File: config.mk
export PLATFORM = sky130hd
export DESIGN_NAME = fifo_wr_ptr_ctrl
export DESIGN_NICKNAME = d
export VERILOG_FILES = /design/src/rtl/fifo_wr_ptr_ctrl.sv
export SDC_FILE = /design/constraint.sdc
export NUM_CORES = 1
export LEC_CHECK = 0
export BUFFER_PORTS_ARGS = -buffer_cell sky130_fd_sc_hd__buf_2
export CORE_MARGIN = 1
export CORE_UTILIZATION = 53
export DETAILED_ROUTE_END_ITERATION = 10
export PLACE_DENSITY = 0.92
export SETUP_SLACK_MARGIN = 0.1
export SLEW_MARGIN = 30
export SYNTH_ARGS = -nofsm -noshare
export SYNTH_HDL_FRONTEND = slang
export SYNTH_SLANG_ARGS = --single-unit
File: constraint.sdc
create_clock -name clk -period 3.9 [get_ports clk]
set_input_delay 0 -clock clk [delete_from_list [all_inputs] [get_ports clk]]
set_output_delay 0 -clock clk [all_outputs]
set_load 0.03 [all_outputs]
File: src/rtl/fifo_wr_ptr_ctrl.sv
// -----------------------------------------------------------------------------
// fifo_wr_ptr_ctrl
// Write-side pointer and flag controller for an asynchronous FIFO.
// The read pointer arrives gray-coded from the read clock domain and is
// synchronised here. The block keeps the binary write pointer, exports it
// gray-coded, and produces full / almost_full / level / overflow from the
// synchronised read pointer.
//
// Ports
//   clk                in   write-domain clock, rising edge
//   rst_n              in   asynchronous active-low reset
//   wr_req             in   producer write request
//   wr_ack             out  combinational: write accepted this cycle
//   wr_addr            out  RAM write address (registered)
//   wr_ptr_gray        out  gray write pointer for the read domain (registered)
//   rd_ptr_gray_async  in   gray read pointer from the read domain (unsynchronised)
//   full               out  FIFO full (registered)
//   almost_full        out  level >= AFULL_LEVEL (registered)
//   level              out  write-side (pessimistic) occupancy (registered)
//   overflow           out  sticky: write attempted while full
//   clr_ovf            in   synchronous clear of overflow
// -----------------------------------------------------------------------------
module fifo_wr_ptr_ctrl #(
    parameter int unsigned SZ_ADDR     = 3,
    parameter int unsigned SYNC_STAGES = 2,
    parameter int unsigned AFULL_LEVEL = 6
) (
    input  logic               clk,
    input  logic               rst_n,
    input  logic               wr_req,
    output logic               wr_ack,
    output logic [SZ_ADDR-1:0] wr_addr,
    output logic [SZ_ADDR:0]   wr_ptr_gray,
    input  logic [SZ_ADDR:0]   rd_ptr_gray_async,
    output logic               full,
    output logic               almost_full,
    output logic [SZ_ADDR:0]   level,
    output logic               overflow,
    input  logic               clr_ovf
);

    localparam int unsigned PW = SZ_ADDR + 1;

    // Synchroniser chain: pure flop-to-flop, stage 0 takes the async input.
    logic [SYNC_STAGES-1:0][PW-1:0] rq_pipe;
    logic [PW-1:0]                  rq;
    logic [PW-1:0]                  rbin;

    logic [PW-1:0] wbin;
    logic [PW-1:0] wbin_next;
    logic [PW-1:0] wgray_next;
    logic [PW-1:0] full_match;
    logic [PW-1:0] level_next;
    logic          full_next;
    logic          afull_next;
    logic          ovf_next;

    // Read-pointer synchroniser
    always_ff @(posedge clk or negedge rst_n) begin
        if (!rst_n) begin
            rq_pipe <= '0;
        end else begin
            rq_pipe <= {rq_pipe[SYNC_STAGES-2:0], rd_ptr_gray_async};
        end
    end

    assign rq = rq_pipe[SYNC_STAGES-1];

    // Gray to binary: each binary bit is the XOR of all gray bits at and above it.
    for (genvar g = 0; g < PW; g++) begin : g_gray2bin
        assign rbin[g] = ^(rq >> g);
    end

    assign wr_ack     = wr_req & ~full;
    assign wbin_next  = wbin + PW'(wr_ack);
    assign wgray_next = wbin_next ^ (wbin_next >> 1);

    // Full when the write pointer is exactly one lap ahead of the read pointer;
    // in gray code that is the read pointer with its top two bits inverted.
    assign full_match = {~rq[PW-1:PW-2], rq[PW-3:0]};
    assign full_next  = (wgray_next == full_match);

    // Modulo subtraction handles pointer wrap without special cases.
    assign level_next = wbin_next - rbin;
    assign afull_next = (level_next >= PW'(AFULL_LEVEL));

    // Set wins over clear.
    assign ovf_next = (wr_req & full) | (overflow & ~clr_ovf);

    // Pointer and flag registers
    always_ff @(posedge clk or negedge rst_n) begin
        if (!rst_n) begin
            wbin        <= '0;
            wr_ptr_gray <= '0;
            full        <= 1'b0;
            almost_full <= 1'b0;
            level       <= '0;
            overflow    <= 1'b0;
        end else begin
            wbin        <= wbin_next;
            wr_ptr_gray <= wgray_next;
            full        <= full_next;
            almost_full <= afull_next;
            level       <= level_next;
            overflow    <= ovf_next;
        end
    end

    assign wr_addr = wbin[SZ_ADDR-1:0];

endmodule

# == After elaboration in Yosys (flattened, before gate mapping) ==
# Cells that the tools add are included.
# totals
ff_bits,23
input_bits,8
output_inout_bits,15
word_cells,24
# classes
n_addsub,2
order_cmp,1
eq_ne,1
bitwise,8
n_reduce_logical,4
# op_table
cell,n
$reduce_xor 4->1,4
$add 4x1->4,1
$eq 4x4->1,1
$ge 4x3->1 const B,1
$sub 4x4->4,1
$xor 4x3->4,1
$and 1x1->1,3
$not 1->1,2
$not 2->2,1
$or 1x1->1,1

# == Logic depth before layout (Yosys ltp) ==
# Gate-level depths: netlist (run 1).
# depth
word_depth,5
mapped_depth,9

# == Worst setup path after synthesis (run 1) ==
# No wires, ideal clock.
# synth_timing
path_kind,reg-to-reg
startpoint,reg full
endpoint,reg almost_full
setup_time_ns,0.118
arrival_ns,2.660
required_ns,3.782
setup_slack_ns,1.122
stages_incl_launch_ff,10
period_less_slack_ns,2.778
path_cell_list,dfrtp_1 > nor2b_1 > ha_1 > ha_1 > xor2_2 > ha_1 > a21oi_1 > o21ai_0 > xor3_1 > a21o_1
# synth_via
elab_chain_len,5
# synth_lines
item,line_no,rtl
start: declaration,35,"output logic full,"
start signal: assignment,102,full <= full_next;
$not 1->1,74,assign wr_ack = wr_req & ~full;
$and 1x1->1,74,
via wr_ack,31,"output logic wr_ack,"
$add 4x1->4,75,assign wbin_next = wbin + PW'(wr_ack);
via wbin_next[2],50,logic [PW-1:0] wbin_next;
$sub 4x4->4,84,assign level_next = wbin_next - rbin;
via level_next[3],53,logic [PW-1:0] level_next;
$ge 4x3->1,85,assign afull_next = (level_next >= PW'(AFULL_LEVEL));
via afull_next,55,logic afull_next;
end signal: assignment,103,almost_full <= afull_next;
end: declaration,36,"output logic almost_full,"
# The timed path passes the listed nets, and every way through them passes these cells.

# == Worst setup path after layout (run 1) ==
# layout_timing
startpoint,reg full
endpoint,reg almost_full
# layout_via
elab_chain_len,5
# layout_lines
item,line_no
$not 1->1,74
$and 1x1->1,74
$add 4x1->4,75
via wbin_next[2],50
$sub 4x4->4,84
via level_next[3],53
$ge 4x3->1,85
via afull_next,55
# The timed path passes the listed nets, and every way through them passes these cells.

==> results.json, run 1 <==
{
  "min_period_ps": 2430,
  "dr_total_vias": 559,
  "viasPerCell": 5.13,
  "setup_viol": 0,
  "layout_setup_ws_ps": 1470,
  "final_util": 0.723,
  "cts-htree-levels": 1,
  "fill_cells": 108,
  "clockRootBuffer": "clkbuf_4",
  "clkSinkCount": 22,
  "min_period_over_period": 0.624,
  "reg2reg_from": "full",
  "slowest_delay_ps": 410,
  "yosysWarnings": 0,
  "crit_arrival_ps": 2630,
  "place_ws_ps": 1520,
  "path_class": "flop to flop",
  "numCtsBuffers": 3,
  "crit_path_frequent_cell": "ha_1",
  "drv_cap": 0,
  "core.rowCount": 14,
  "initial_core_util": 0.577,
  "ios": 23,
  "antenna_left": 0,
  "r2r_end": "almost_full",
  "clk_pin_slew_worst_paths_ps": 110,
  "path_max_fanout": 6,
  "place_congestion": 0.744,
  "finalMaxSlewViolations": 0,
  "holdWs_ps": 200,
  "drt_first_iter_violations": 6,
  "insertion_delay_ps": 290,
  "seq_area_frac_synth": 0.626,
  "relSlewSlack": 0.684,
  "max_freq_mhz": 411,
  "nets": 109,
  "grt_max_degree": 23,
  "firstDrtPassIters": 4,
  "cp-end-kind": "flop",
  "grt_usage": 0.184,
  "ctsResizeCount": 0,
  "worst-r2r-cell-count": 9,
  "finalSetupTns_ps": 0,
  "synth_area_um2": 880,
  "synth_nets": 75,
  "syn2layout_area_growth_pct": 25.3,
  "grt_pass1_wl_mm": 2.42,
  "regArea_um2": 551,
  "clockBufferDepth": 2,
  "worst_slew_pin_slew_ps": 474,
  "cts_tree": "yes",
  "drive_gt1_frac": 0.301,
  "rsz0062_at_grt": "no",
  "fin_worst_skew_ps": 1.59,
  "cp-start-kind": "flop",
  "status": "finished, final reports clean",
  "grt_pass1_vias": 592,
  "core_region_area_mm2": 0.00152,
  "wl_per_cell_um": 13.4,
  "grt_overflow": 0,
  "path_cells": "nor2b_1 > ha_1 > ha_1 > xor2_2 > ha_1 > nand2_1 > o21ai_0 > xor3_1 > a21o_1",
  "syn_inst": 61,
  "antenna_found_initial": 0,
  "drc_errors": 0,
  "ys_ff_latch": 22,
  "die_y_um": 42.7,
  "cpMaxStageDelayCell": "dfrtp_1",
  "avgSynthCellArea_um2": 14.4,
  "final_hold_viol_count": 0,
  "diodes": 0,
  "mostFrequentLayoutCells": "22 x dfrtp_1, 22 x buf_2, 7 x inv_1, 7 x dlygate4sd3_1",
  "dieArea_mm2": 0.00183,
  "die_w_um": 42.7,
  "hold_path.class": "input port to async pin",
  "cp_data_required_time_ps": 4090,
  "multi_input_comb_area_um2": 303,
  "io_buffers": 22,
  "timing.reg2reg.setup_slack_ps": 1470,
  "drt-total-wl_mm": 1.46,
  "dp_hpwl_um": 988,
  "synth.distinct_cells": 17
}
## per-stage QoR
| step | instance area, um^2 | std cells |
|---|---|---|
| after floorplan | 880 | 61 |
| after global routing | 1100 | 109 |
| after detailed placement | 1010 | 99 |
| final | 1100 | 109 |
| after CTS | 1100 | 109 |
| after global placement | 1010 | 99 |
## worst max-delay path: cells and delay by family (launching register included)
kind                       cells  cell delay [ps]
AOI/OAI and AO/OA              2              360
xor gates and xnor gates       2              630
adders and majority gates      3              710
DFF                            1              410
and+or+nand+nor                2              220
## cell type report
cell class | count | area share
Sequential cell | 22 | 0.499
Multi-Input combinational cell | 32 | 0.275
Timing Repair Buffer | 29 | 0.163
Inverter | 7 | 0.0238
Clock buffer | 3 | 0.0204
Tap cell | 16 | 0.0182
## state kept, by name, indices dropped and copies added (netlist names)
signal / flops
level: 4
rq_pipe: 4
wbin: 4
full: 1
wr_ptr_gray: 3
rq: 4
overflow: 1
almost_full: 1
## how the worst max path moves through the flow
stage | start | to | slack (ps)
final | full | almost_full | 1470
after global routing | full | almost_full | 1310
after CTS | full | almost_full | 1500
after detailed placement | full | almost_full | 1520
after global placement | full | almost_full | 1640
after floorplan | full | almost_full | 1120
## synthesized netlist by cell type, drive strengths merged
library cell / instances / share of area
nor2b: 1 / 0.0071
a22oi: 1 / 0.0085
fa: 1 / 0.023
a21o: 1 / 0.0085
nand3: 3 / 0.023
or3: 2 / 0.014
nand2: 2 / 0.0085
dfrtp: 22 / 0.63
xnor2: 5 / 0.050
xor2: 7 / 0.087
xor3: 1 / 0.027
inv: 7 / 0.030
a21oi: 1 / 0.0057
o21ai: 2 / 0.011
ha: 5 / 0.071
## kinds of logic after synthesis
| kind of cell | count (synthesis) | synth area share |
|---|---|---|
| adder cells (fa/ha/maj) | 6 | 0.0939 |
| buffers and inverters | 7 | 0.0299 |
| AND/OR/NAND/NOR | 8 | 0.0526 |
| flip-flops | 22 | 0.626 |
| AO/OA/AOI/OAI | 5 | 0.0341 |
| XOR/XNOR | 13 | 0.164 |
## routing by layer
| metal | wire length [um] | vias up | GRT usage |
|---|---|---|---|
| met5 | 0 | - | 0 |
| met4 | 12 | 0 | 0.0563 |
| met3 | 74 | 2 | 0.0383 |
| met2 | 826 | 27 | 0.376 |
| met1 | 548 | 271 | 0.174 |
| li1 | - | 259 | - |
## repair_timing
item | 4_1_cts | 5_1_grt
hold buffers | 7 | 0
hold endpoints to repair | 27 | 0
setup endpoints to repair | 0 | 0
setup buffers | 0 | 0
Power of run 1 is left out: the tool's default activity adds up to more than one toggle a clock period on the data nets, which glitch-free logic cannot reach.
==> inputs of run 2 (changes only) <==
--- a/config.mk
+++ b/config.mk
@@ -7,9 +7,9 @@
 export LEC_CHECK = 0
 export BUFFER_PORTS_ARGS = -buffer_cell sky130_fd_sc_hd__buf_2
 export CORE_MARGIN = 1
-export CORE_UTILIZATION = 53
+export CORE_UTILIZATION = 45
 export DETAILED_ROUTE_END_ITERATION = 10
-export PLACE_DENSITY = 0.92
+export PLACE_DENSITY = 0.84
 export SETUP_SLACK_MARGIN = 0.1
 export SLEW_MARGIN = 30
 export SYNTH_ARGS = -nofsm -noshare
==> constraint.sdc (replaced) <==
create_clock -name clk -period 2.14 [get_ports clk]
set_input_delay 0 -clock clk [delete_from_list [all_inputs] [get_ports clk]]
set_output_delay 0 -clock clk [all_outputs]
set_load 0.03 [all_outputs]
==> run 2 against run 1 <==
Routed wire length shrank 0.34%. Register-to-register slack lost 1400 ps. Largest cell class unchanged. Flip-flop and latch count is the same. Non-clock buffer count grew 4. Critical path depth shrank 2. Global-route usage shrank 1.3 points.
==> results.json, run 2 (same netlist as run 1, synthesis figures left out) <==
{
  "status": "finished, final reports clean",
  "diodes": 0,
  "cts-htree-levels": 1,
  "cpMaxStageDelayCell": "dfrtp_1",
  "nets": 113,
  "p_leak_nw": 0.604,
  "die_w_um": 46.2,
  "drc_errors": 0,
  "antenna_left": 0,
  "drv_cap": 0,
  "min_period_over_period": 0.959,
  "max_freq_mhz": 487,
  "dr_total_vias": 567,
  "wl_per_cell_um": 11.8,
  "grt_pass1_wl_mm": 2.39,
  "layout_commonest_cell": "buf_2",
  "dp.cells": 110,
  "final_hold_viol_count": 0,
  "core.rowCount": 15,
  "core_region_area_mm2": 0.00178,
  "crit_buf_inv": 0,
  "crit_path_frequent_cell": "xnor2_2",
  "cts_tree": "yes",
  "place_ws_ps": -31.1,
  "drt_first_iter_violations": 2,
  "path_max_fanout": 2,
  "grt_usage": 0.171,
  "setup_viol": 0,
  "clockBufferDepth": 2,
  "firstDrtPassIters": 2,
  "clk_pin_slew_worst_paths_ps": 110,
  "cp_data_required_time_ps": 2340,
  "layout.cells.non_filler": 123,
  "rsz0062_at_grt": "yes",
  "hold_path.class": "input port to flop",
  "worst_slew_pin_slew_ps": 468,
  "relSlewSlack": 0.688,
  "min_period_ps": 2050,
  "dieArea_mm2": 0.00214,
  "layout_setup_ws_ps": 87.1,
  "cpLargestDelayFamily": "XOR/XNOR gates",
  "grt_overflow": 0,
  "path_cells": "xnor2_2 > xor2_2 > xnor2_1 > ha_1 > fa_1 > xnor2_2 > a21o_1",
  "peakVddDrop_v": 0.000838,
  "dp_hpwl_mm": 1.05,
  "finalSetupTns_ps": 0,
  "antenna_found_initial": 0,
  "numCtsBuffers": 3,
  "clkSinkCount": 22,
  "path_class": "flop to flop",
  "drt-total-wl_mm": 1.46,
  "drive_gt1_frac": 0.429,
  "grt_pass1_vias": 563,
  "cp-start-kind": "flop",
  "total_power_w": 0.00220,
  "fin_worst_skew_ps": 2.83,
  "grt_max_degree": 23,
  "cp-end-kind": "flop",
  "initial_core_util": 0.493,
  "die_y_um": 46.2,
  "crit_arrival_ps": 2250,
  "viasPerCell": 4.61,
  "ios": 23,
  "io_buffers": 22,
  "slowest_delay_ps": 430,
  "place_congestion": 0.728,
  "final_util": 0.696,
  "p_per_area_mw_per_mm2": 1770,
  "syn2layout_area_growth_pct": 41.1,
  "mostFrequentLayoutCells": "22 x buf_2, 21 x dfrtp_1, 7 x inv_1, 7 x dlygate4sd3_1",
  "insertion_delay_ps": 300,
  "clockRootBuffer": "clkbuf_4",
  "finalMaxSlewViolations": 0
}
-- run 2: cell count changes in the layout (fill, tap and decap cells not counted), sizes merged --
cell	before	now
clkbuf	3	4
buf	22	26
-- run 2: path summary, 6_finish.rpt --
check,from,endpoint,slack (ps),cells past startpoint
worst min-delay path,wr_req,wbin[0],150,3
min in group asynchronous,rst_n,wbin[1],170,2
worst min register to register,rq_pipe[1],rq[1],360,0
worst max register to register,rq[3],almost_full,90,7
max in group asynchronous,rst_n,full,1620,2
worst max-delay path,rq[3],almost_full,90,7
-- run 2: report_power, final --
part           total (W)  internal [W]  leakage [nW]  switching [W]
Clock           0.000216      0.000104        0.0210       0.000112
Combinational    0.00132      0.000565         0.324       0.000752
Sequential      0.000665      0.000577         0.259      0.0000885
Total            0.00220       0.00125         0.604       0.000952
-- run 2: through the flow --
| step | area (um^2) | hold WS (ps) |
|---|---|---|
| detailed placement | 1100 | -9.68 |
| global route | 1240 | 125 |
| finish | 1240 | 147 |
| global placement | 1100 | -23.0 |
| CTS | 1230 | 135 |
| floorplan | 941 | -296 |
-- run 2: layer usage --
metal / up-vias / track usage / share of wire
met2: 17 / 0.293 / 0.53
met5: - / 0 / 0
li1: 269 / - / -
met3: 2 / 0.0235 / 0.031
met1: 279 / 0.193 / 0.43
met4: 0 / 0.124 / 0.012
-- run 2: worst min-delay path, delay by kind of cell --
kind	cells	cell delay, ps
buffers and inverters	1	90
AND/OR/NAND/NOR	1	160
adder cells (fa/ha/maj)	1	170
-- run 2: cell type report --
class / count / area, um^2
clock buffer: 4 / 36.3
tap: 25 / 31.3
multi-input combinational: 32 / 385
sequential: 22 / 552
timing repair buffer: 33 / 210
fill: 128 / 542
inverter: 7 / 26.3
-- run 2: repair_timing --
item | 4_1_cts | 5_1_grt
setup buffers | 2 | 0
resized for setup | 1 | 2
hold buffers | 7 | 0
pin swaps | 1 | 1
setup endpoints to repair | 2 | 2
endpoints found under the hold margin | 27 | 0
Power figures use the tool's default switching activity.
